### config.mk
export PLATFORM = sky130hd
export DESIGN_NAME = dmem_arbiter
export DESIGN_NICKNAME = d
export VERILOG_FILES = /design/src/rtl/dmem_pkg.sv /design/src/rtl/dmem_addr_check.sv /design/src/rtl/dmem_arbiter.sv
export SDC_FILE = /design/constraint.sdc
export NUM_CORES = 1
export LEC_CHECK = 0
export ABC_CLOCK_PERIOD_IN_PS = 2200
export CAP_MARGIN = 20
export CORE_AREA = 2 2 118 120
export DETAILED_ROUTE_END_ITERATION = 6
export DIE_AREA = 0 0 120 122
export GPL_ROUTABILITY_DRIVEN = 0
export PLACE_DENSITY = 0.7
export SLEW_MARGIN = 20
export SYNTH_ARGS = -nofsm -noshare
export SYNTH_HDL_FRONTEND = slang
export SYNTH_HIERARCHICAL = 1
export SYNTH_SLANG_ARGS = --single-unit
export TNS_END_PERCENT = 5
### constraint.sdc
create_clock -name clk -period 2.2 [get_ports clk]
set_input_delay 0.55 -clock clk [delete_from_list [all_inputs] [get_ports clk]]
set_output_delay 0.55 -clock clk [all_outputs]
set_load 0.02 [all_outputs]
### src/rtl/dmem_pkg.sv
// -----------------------------------------------------------------------------
// dmem_pkg
// Shared types and constants for the data-memory arbiter.
//   owner_t      : which requester held the most recent grant
//   DMEM_WORDS   : number of 32-bit words in the data memory
//   DMEM_ADDR_W  : decoded byte-address bits (word index is addr[9:2])
// -----------------------------------------------------------------------------
package dmem_pkg;

    typedef enum logic {
        OWN_CPU = 1'b0,
        OWN_DBG = 1'b1
    } owner_t;

    localparam int DMEM_WORDS  = 256;
    localparam int DMEM_ADDR_W = 10;

endpackage

### src/rtl/dmem_addr_check.sv
// -----------------------------------------------------------------------------
// dmem_addr_check
// Combinational legality check for one requester address.
// An address is legal when it is word aligned and every bit above the decoded
// range is zero.
//   addr   in   32  byte address from the requester
//   legal  out  1   1 = aligned and inside the memory
// -----------------------------------------------------------------------------
module dmem_addr_check
    import dmem_pkg::*;
#(
    parameter int ADDR_W = DMEM_ADDR_W
) (
    input  logic [31:0] addr,
    output logic        legal
);

    assign legal = (addr[1:0] == 2'b00) && (addr[31:ADDR_W] == '0);

endmodule

### src/rtl/dmem_arbiter.sv
// -----------------------------------------------------------------------------
// dmem_arbiter
// Shares one single-port data memory between the CPU MEM stage and the
// debug/program-loader port. One access per cycle, combinational grant,
// registered response one cycle after the grant.
//   clk, reset                         clock, synchronous active-high reset
//   cpu_req/we/addr/wdata  in          CPU request (held until cpu_gnt)
//   cpu_gnt                out         request accepted this cycle
//   cpu_rvalid/rdata/err   out         response for the previous CPU grant
//   dbg_*                              same set for the debug port
//   mem_read/write/addr/wdata  out     memory control
//   mem_rdata              in          memory read data (combinational)
// -----------------------------------------------------------------------------
module dmem_arbiter
    import dmem_pkg::*;
#(
    parameter int DATA_W   = 32,
    parameter int ADDR_W   = DMEM_ADDR_W,
    parameter int CPU_PRIO = 1,
    parameter int MAX_WAIT = 4
) (
    input  logic              clk,
    input  logic              reset,

    input  logic              cpu_req,
    input  logic              cpu_we,
    input  logic [31:0]       cpu_addr,
    input  logic [DATA_W-1:0] cpu_wdata,
    output logic              cpu_gnt,
    output logic              cpu_rvalid,
    output logic [DATA_W-1:0] cpu_rdata,
    output logic              cpu_err,

    input  logic              dbg_req,
    input  logic              dbg_we,
    input  logic [31:0]       dbg_addr,
    input  logic [DATA_W-1:0] dbg_wdata,
    output logic              dbg_gnt,
    output logic              dbg_rvalid,
    output logic [DATA_W-1:0] dbg_rdata,
    output logic              dbg_err,

    output logic              mem_read,
    output logic              mem_write,
    output logic [31:0]       mem_addr,
    output logic [DATA_W-1:0] mem_wdata,
    input  logic [DATA_W-1:0] mem_rdata
);

    localparam logic [3:0] MAX_WAIT_C = 4'(MAX_WAIT);

    // Port index 0 = CPU, 1 = DBG.
    logic [1:0]        port_req;
    logic [1:0]        port_we;
    logic [1:0]        port_gnt;
    logic [31:0]       port_addr  [2];
    logic [DATA_W-1:0] port_wdata [2];
    logic              port_legal [2];

    logic [3:0]        wait_cnt_reg, wait_cnt_next;
    owner_t            last_owner_reg, last_owner_next;

    logic [1:0]        rvalid_reg;
    logic [1:0]        err_reg;
    logic [DATA_W-1:0] rdata_reg [2];

    logic              dbg_wins_tie;
    logic              win_idx;

    assign port_req      = {dbg_req, cpu_req};
    assign port_we       = {dbg_we, cpu_we};
    assign port_addr[0]  = cpu_addr;
    assign port_addr[1]  = dbg_addr;
    assign port_wdata[0] = cpu_wdata;
    assign port_wdata[1] = dbg_wdata;

    genvar gi;
    generate
        for (gi = 0; gi < 2; gi++) begin : g_chk
            dmem_addr_check #(
                .ADDR_W (ADDR_W)
            ) u_chk (
                .addr  (port_addr[gi]),
                .legal (port_legal[gi])
            );
        end
    endgenerate

    // Grant: a lone requester always wins; ties resolved by the starvation
    // guard (priority mode) or by alternating owners (round-robin mode).
    always_comb begin
        port_gnt     = 2'b00;
        dbg_wins_tie = 1'b0;
        if (CPU_PRIO != 0) begin
            dbg_wins_tie = (wait_cnt_reg == MAX_WAIT_C);
        end else begin
            dbg_wins_tie = (last_owner_reg == OWN_CPU);
        end
        if (!reset) begin
            if (port_req == 2'b11) begin
                port_gnt = dbg_wins_tie ? 2'b10 : 2'b01;
            end else begin
                port_gnt = port_req;
            end
        end
    end

    assign win_idx = port_gnt[1];

    // Illegal accesses are granted but never reach the memory strobes.
    always_comb begin
        mem_read  = 1'b0;
        mem_write = 1'b0;
        mem_addr  = '0;
        mem_wdata = '0;
        if (port_gnt != 2'b00) begin
            mem_addr  = port_addr[win_idx];
            mem_wdata = port_wdata[win_idx];
            mem_read  = port_legal[win_idx] & ~port_we[win_idx];
            mem_write = port_legal[win_idx] &  port_we[win_idx];
        end
    end

    always_comb begin
        wait_cnt_next   = wait_cnt_reg;
        last_owner_next = last_owner_reg;
        if (port_gnt[1]) begin
            wait_cnt_next = '0;
        end else if (dbg_req && (wait_cnt_reg != MAX_WAIT_C)) begin
            wait_cnt_next = wait_cnt_reg + 4'd1;
        end
        if (port_gnt[0]) begin
            last_owner_next = OWN_CPU;
        end else if (port_gnt[1]) begin
            last_owner_next = OWN_DBG;
        end
    end

    always_ff @(posedge clk) begin
        if (reset) begin
            wait_cnt_reg   <= '0;
            last_owner_reg <= OWN_DBG;
            rvalid_reg     <= '0;
            err_reg        <= '0;
            for (int i = 0; i < 2; i++) begin
                rdata_reg[i] <= '0;
            end
        end else begin
            wait_cnt_reg   <= wait_cnt_next;
            last_owner_reg <= last_owner_next;
            for (int i = 0; i < 2; i++) begin
                rvalid_reg[i] <= port_gnt[i];
                err_reg[i]    <= port_gnt[i] & ~port_legal[i];
                rdata_reg[i]  <= (port_gnt[i] && port_legal[i] && !port_we[i])
                                 ? mem_rdata : '0;
            end
        end
    end

    // Responses are masked while reset is high so an in-flight response is
    // dropped immediately rather than surfacing during the reset cycle.
    assign cpu_gnt    = port_gnt[0];
    assign dbg_gnt    = port_gnt[1];
    assign cpu_rvalid = rvalid_reg[0] & ~reset;
    assign dbg_rvalid = rvalid_reg[1] & ~reset;
    assign cpu_err    = err_reg[0] & ~reset;
    assign dbg_err    = err_reg[1] & ~reset;
    assign cpu_rdata  = reset ? '0 : rdata_reg[0];
    assign dbg_rdata  = reset ? '0 : rdata_reg[1];

endmodule
==> results of run 1 <==
[placed cells by master, fill, tap and decap left out, types with 3 or more instances in the layout]
master,netlist,layout
a21oi_1,4,4
a22o_1,64,63
and2_1,66,66
buf_12,0,8
buf_2,10,5
buf_4,4,28
buf_6,3,71
buf_8,0,3
clkbuf_16,0,11
clkbuf_2,0,7
clkdlybuf4s15_1,0,11
clkdlybuf4s50_1,0,114
dfxtp_1,72,70
dlygate4sd2_1,0,51
dlymetal6s2s_1,0,43
inv_2,0,3
nand2_1,6,6
nand4_1,5,5
nor2b_1,70,70
nor4_2,2,9
nor4_4,0,3
[worst min-delay path, delay by kind of cell (launching register included)]
family / cells / cell delay (ps)
flops: 1 / 320
compound gates: 1 / 50
buf+inv: 1 / 140
simple gates: 1 / 50
[power breakdown]
part / total, mW / internal (mW) / switching (mW)
clock: 1.36 / 0.860 / 0.499
sequential: 1.31 / 1.31 / 0.00163
combinational: 0.853 / 0.505 / 0.348
[routing by layer]
metal | up-vias | routed length, um
li1 | 1885 | -
met1 | 1804 | 5395
met2 | 195 | 7885
met3 | 33 | 1143
met4 | 0 | 573
met5 | - | 0
[worst min-delay path by stage]
stage	end	slack [ps]	depth (start not counted)
2_1_floorplan	wait_cnt_reg[1]	460	2
3_3_place_gp	wait_cnt_reg[1]	570	3
3_5_place_dp	wait_cnt_reg[0]	590	3
4_1_cts	wait_cnt_reg[0]	600	3
5_1_grt	wait_cnt_reg[0]	620	3
6_report	wait_cnt_reg[0]	600	3
[logic make-up (layout without fill, tap and decap cells)]
family / Yosys count / after routing / synth area share, %
and+or+nand+nor: 172 / 172 / 32.84
AOI/OAI and AO/OA: 73 / 73 / 18.89
DFF: 72 / 72 / 42.42
buffers and inverters: 33 / 366 / 5.118
adders and majority gates: 2 / 2 / 0.7363
[stage by stage]
step | utilization (%) | setup TNS [ps] | power, mW
3_3_place_gp | 49.90 | -94050 | 2.101
6_report | 55.92 | -18400 | 3.523
4_1_cts | 54.83 | -28780 | 3.557
5_1_grt | 55.92 | -23950 | 3.652
2_1_floorplan | - | -998.8 | 1.580
3_5_place_dp | 49.90 | -99840 | 2.110
[cell type report]
| type | instances | area share [%] |
|---|---|---|
| Sequential cell | 72 | 19.12 |
| Inverter | 4 | 0.1988 |
| Timing Repair Buffer | 348 | 48.62 |
| Clock buffer | 10 | 3.032 |
| Tap cell | 180 | 2.983 |
| Clock inverter | 4 | 0.6297 |
| Multi-Input combinational cell | 247 | 25.42 |
[repair_timing]
item,CTS,global route
gates resized for setup,518,68
endpoints found under the setup margin,200,142
gates cloned,5,2
pin swaps,82,22
setup buffers,10,2
==> impl_metrics.toml, run 1 <==
[status]
outcome = "finished with violations"
violations = "negative setup slack"

[power]
p_leak_nw = 3.985
power-per-cell-area_nw_per_um2 = 466.6
max-vdd-ir-drop_uv = 297.2

[grt]
use_met3_pct = 5.899
grt_pass1_vias = 3974
antenna_found_initial = 0
overflow = 0
gr-usage-met1_pct = 18.21
grt_usage_pct = 18.84
grt_pass1_wl_mm = 21.17
use_met2_pct = 36.08
busiest_layer = "met2"
grt_max_degree = 43

[worst_setup_path]
cpMaxStageDelayCell = "dfxtp_2"
r2r_slack_ps = 320
crit_cells = 9
worstPathRequired_ps = 1650
startpoint = "wait_cnt_reg[0]"
r2r-end = "rdata_reg[0][22]"
path_delay_family = "buffers and inverters"
path_cells = "inv_2, ha_4, and4b_2, nor3b_4, buf_6, buf_16, buf_8, a22o_1, buf_6"
arrival_ps = 2000
path_class = "reg -> out"
r2r_cells = 8
end_kind = "output port"
worstReg2RegStart = "wait_cnt_reg[0]"
cp_common_cell = "buf_6"
max_stage_delay_ps = 330
cp_num_buf_inv = 5
crit_end = "mem_addr[12]"
cp-start-kind = "register"
crit_fanout = 5

[yosys]
synth_flop_cell = "dfxtp_1"
synth_most_common_cell = "dfxtp_1"
synth-edff-count = 0
syn_nets = 520
syn_inst = 352
yosys_warnings = 6
synth_top_cell_area_share_pct = 42.42
synth_top_cells_by_area = "dfxtp_1 (42%), a22o_1 (16%), nor2b_1 (13%)"
synth-seq-area-share_pct = 42.42
synth_area_sq_um = 3398
synth_seq_cells = 72
async_flop_share_pct = 0
synth.cells.most_frequent = "dfxtp_1 (72), nor2b_1 (70), and2_1 (66)"
yosysUniqueCellTypes = 31
synth_area_per_cell_sq_um = 9.654
synth.largest_area_cell = "dfxtp_1"

[clock_network]
cts-root-buf = "clkbuf_16"
clockBufferDepth = 2
cts.sinks = 72
h-tree-depth = 3
cts_made_buffers = 9
cts.clk_slew.worst_paths_ps = 60
ctsHoldBuffers = 0
cts_tree = "built"
clk_latency_ps = 320

[floorplanning]
initial_core_util_pct = 25.16
io_pins = 302
die_x_um = 120
die_h_um = 122
fp.dieArea_sq_um = 14640
rows = 43
core_sq_um = 13500

[run]
maxCapViolations = 0

[drt]
drt-total-wl_mm = 15.00
vias = 3917
firstDrtPassIters = 4
dr.first_iter.drc_count = 172
post_drt_wl_per_cell_um = 17.34
ant_nets = 0
drc = 0
viasPerCell = 4.528

[placed_design]
placed_cells = 834
place_hpwl_mm = 11.09
postPlaceCellArea_sq_um = 6739
io_buffer_count = 301
post-place-ws_ps = -1255

[sta]
skew_ps = 5.259
min_period_ps = 2549
whs_ps = 602.6
max_freq_ghz = 0.3924
rsz0062_at_grt = "yes"
relSlewSlack_pct = 78.94
hold_viol_final = 0
worst_pin_slew_ps = 315.9
finalCritPeriodShare_pct = 115.8
setup_slack_ps = -348.5
slew_viol_final = 0
finalSetupViolations = 68

[layout]
regArea_sq_um = 1444
antenna_cells = 0
largest_reg_flops = 64
multi_input_area_sq_um = 1919
fillers = 1197
drive_gt1_share_pct = 25.11
areaGrowthSynthToFinish_pct = 122.2
final_cells = 865
final_cell_area_sq_um = 7551
final_nets = 850

[min_path]
holdCritPathClass = "reg -> reg"
hold_path.startpoint = "wait_cnt_reg[0]"
No activity file was read; power rests on OpenSTA's default activity.
==> inputs of run 2 (changes only) <==
- GPL_ROUTABILITY_DRIVEN: 0 -> unset
- SLEW_MARGIN: 20 -> 25
==> results of run 2 <==
No change in the layout: final DEF, timing and power equal those of run 1.
==> inputs of run 3 (changes only) <==
- RECOVER_POWER: unset -> 50
- REMOVE_ABC_BUFFERS: unset -> 1
==> run 3 against run 2 <==
  * The flow still finishes with violations (negative setup slack)
  * Via count grew 2.1%
  * Total power rose by 2.1%
  * Sequential share of layout area increased by 0.20 points
  * Clock skew hardly changed
  * Highest routed layer unchanged
  * Hold slack lost 1.0 ps
  * Routed wire length up 4.5%
  * Non-clock buffer count rose by 5
==> impl_metrics.toml, run 3 (same netlist as run 1, synthesis figures left out) <==
[clock_network]
cts_made_buffers = 9
cts_tree = "built"
h-tree-depth = 3
cts.clk_slew.worst_paths_ps = 60
ctsHoldBuffers = 0
clk_latency_ps = 330
clockBufferDepth = 2
cts.sinks = 72
cts-root-buf = "clkbuf_16"

[drt]
vias = 3999
drt-total-wl_mm = 15.67
ant_nets = 0
firstDrtPassIters = 6
post_drt_wl_per_cell_um = 17.89
drc = 0
dr.first_iter.drc_count = 206
viasPerCell = 4.565

[layout]
final_cells = 876
drive_gt1_share_pct = 25.58
final_nets = 855
multi_input_area_sq_um = 1917
mostFrequentLayoutCell = "clkdlybuf4s50_1"
largest_reg_flops = 64
areaGrowthSynthToFinish_pct = 119.9
fillers = 1232
final_cell_area_sq_um = 7473
regArea_sq_um = 1444
final_cell_mix = "clkdlybuf4s50_1 (114), dlygate4sd2_1 (88), buf_6 (76)"

[worst_setup_path]
r2r_slack_ps = 320
crit_fanout = 6
cp_common_cell = "buf_6"
cp_num_buf_inv = 5
arrival_ps = 2090
max_stage_delay_ps = 340
path_cells = "inv_1, ha_4, and4b_1, nor3b_4, buf_6, buf_12, buf_16, a22o_1, buf_6"
worstPathRequired_ps = 1650
path_delay_family = "buffers and inverters"
cpMaxStageDelayCell = "dfxtp_2"
path_class = "reg -> out"
end_kind = "output port"
cp-start-kind = "register"

[run]
maxCapViolations = 0

[floorplanning]
core_sq_um = 13500
die_h_um = 122
initial_core_util_pct = 25.16
rows = 43
die_x_um = 120
io_pins = 302
fp.dieArea_sq_um = 14640

[sta]
hold_viol_final = 0
setup_slack_ps = -436.9
slew_viol_final = 0
worst_pin_slew_ps = 457.4
rsz0062_at_grt = "yes"
finalCritPeriodShare_pct = 119.9
tns_ps = -24250
relSlewSlack_pct = 69.50
max_freq_ghz = 0.3792
skew_ps = 4.789
finalSetupViolations = 68
min_period_ps = 2637

[min_path]
holdCritPathClass = "reg -> reg"

[grt]
antenna_found_initial = 4
grt_usage_pct = 20.47
grt_pass1_wl_mm = 22.63
grt_max_degree = 69
grt_pass1_vias = 4000
overflow = 0

[placed_design]
gp_congestion = 1.012
place_hpwl_mm = 12.09
placed_cells = 838
postPlaceCellArea_sq_um = 6756
io_buffer_count = 301

[power]
power-per-cell-area_nw_per_um2 = 481.4
max-vdd-ir-drop_uv = 376.8
p_leak_nw = 3.450

[status]
violations = "negative setup slack"
outcome = "finished with violations"
[run 3: cell types whose count changed in the layout (fill, tap and decap cells not counted), sizes merged, moves of 2 or more]
cell / previous run / this run
clkinv: 2 / 4
dlygate4sd2: 51 / 88
diode: 0 / 4
clkdlybuf4s15: 13 / 15
dlymetal6s2s: 43 / 2
buf: 117 / 126
clkbuf: 19 / 17
[run 3: per-stage QoR]
step | util [%] | total power, mW | worst slack, ps | hold slack, ps
finish | 55.34 | 3.598 | -436.9 | 601.5
global route | 55.32 | 3.722 | -528.1 | 629.8
CTS | 54.85 | 3.623 | -448.5 | 601.8
detailed placement | 50.03 | 2.125 | -1543 | 588.0
global placement | 50.03 | 2.114 | -1487 | 536.5
floorplan | - | 1.552 | -1917 | 451.3
[run 3: metal layers]
layer	wire length [um]	track usage, %	up-vias	share of wire (%)
li1	-	-	1904	-
met1	5533	21.47	1853	35
met2	8516	39.10	205	54
met3	1159	5.103	37	7.4
met4	463	7.794	0	3.0
met5	0	0	-	0
[run 3: worst reg2reg max path, cell delays in order (launching register included)]
cell and delay, ps:
dfxtp_2 340, inv_1 80, ha_4 160, and4b_1 250, buf_4 160, nor4b_4 270, buf_4 150, buf_4 110
buf_12 170, and2_1 150
[run 3: power by group]
group	total [mW]	switching [mW]	internal, mW
sequential	1.31	0.00162	1.31
clock	1.41	0.538	0.876
combinational	0.873	0.357	0.516
total	3.60	0.897	2.70
[run 3: worst paths after layout]
kind | from | to | cells after the start
hold / removal | wait_cnt_reg[1] | wait_cnt_reg[1] | 3
setup reg to reg | wait_cnt_reg[0] | rdata_reg[0][17] | 9
setup / recovery | wait_cnt_reg[0] | mem_addr[16] | 9
hold reg to reg | wait_cnt_reg[1] | wait_cnt_reg[1] | 3
[run 3: timing repair]
action | CTS | global route
gates cloned | 5 | 0
setup endpoints to repair | 198 | 132
pin swaps | 76 | 36
buffers inserted | 8 | 5
resized for setup | 525 | 38
[run 3: final cells by class]
class                   count  area share [%]
diodes                      4          0.1339
clock buffers               9           3.014
clock inverters             7          0.9376
inverters                   4          0.2009
multi-input cells         247           25.65
flip-flops and latches     72           19.32
well taps                 180           3.014
repair buffers            353           47.73
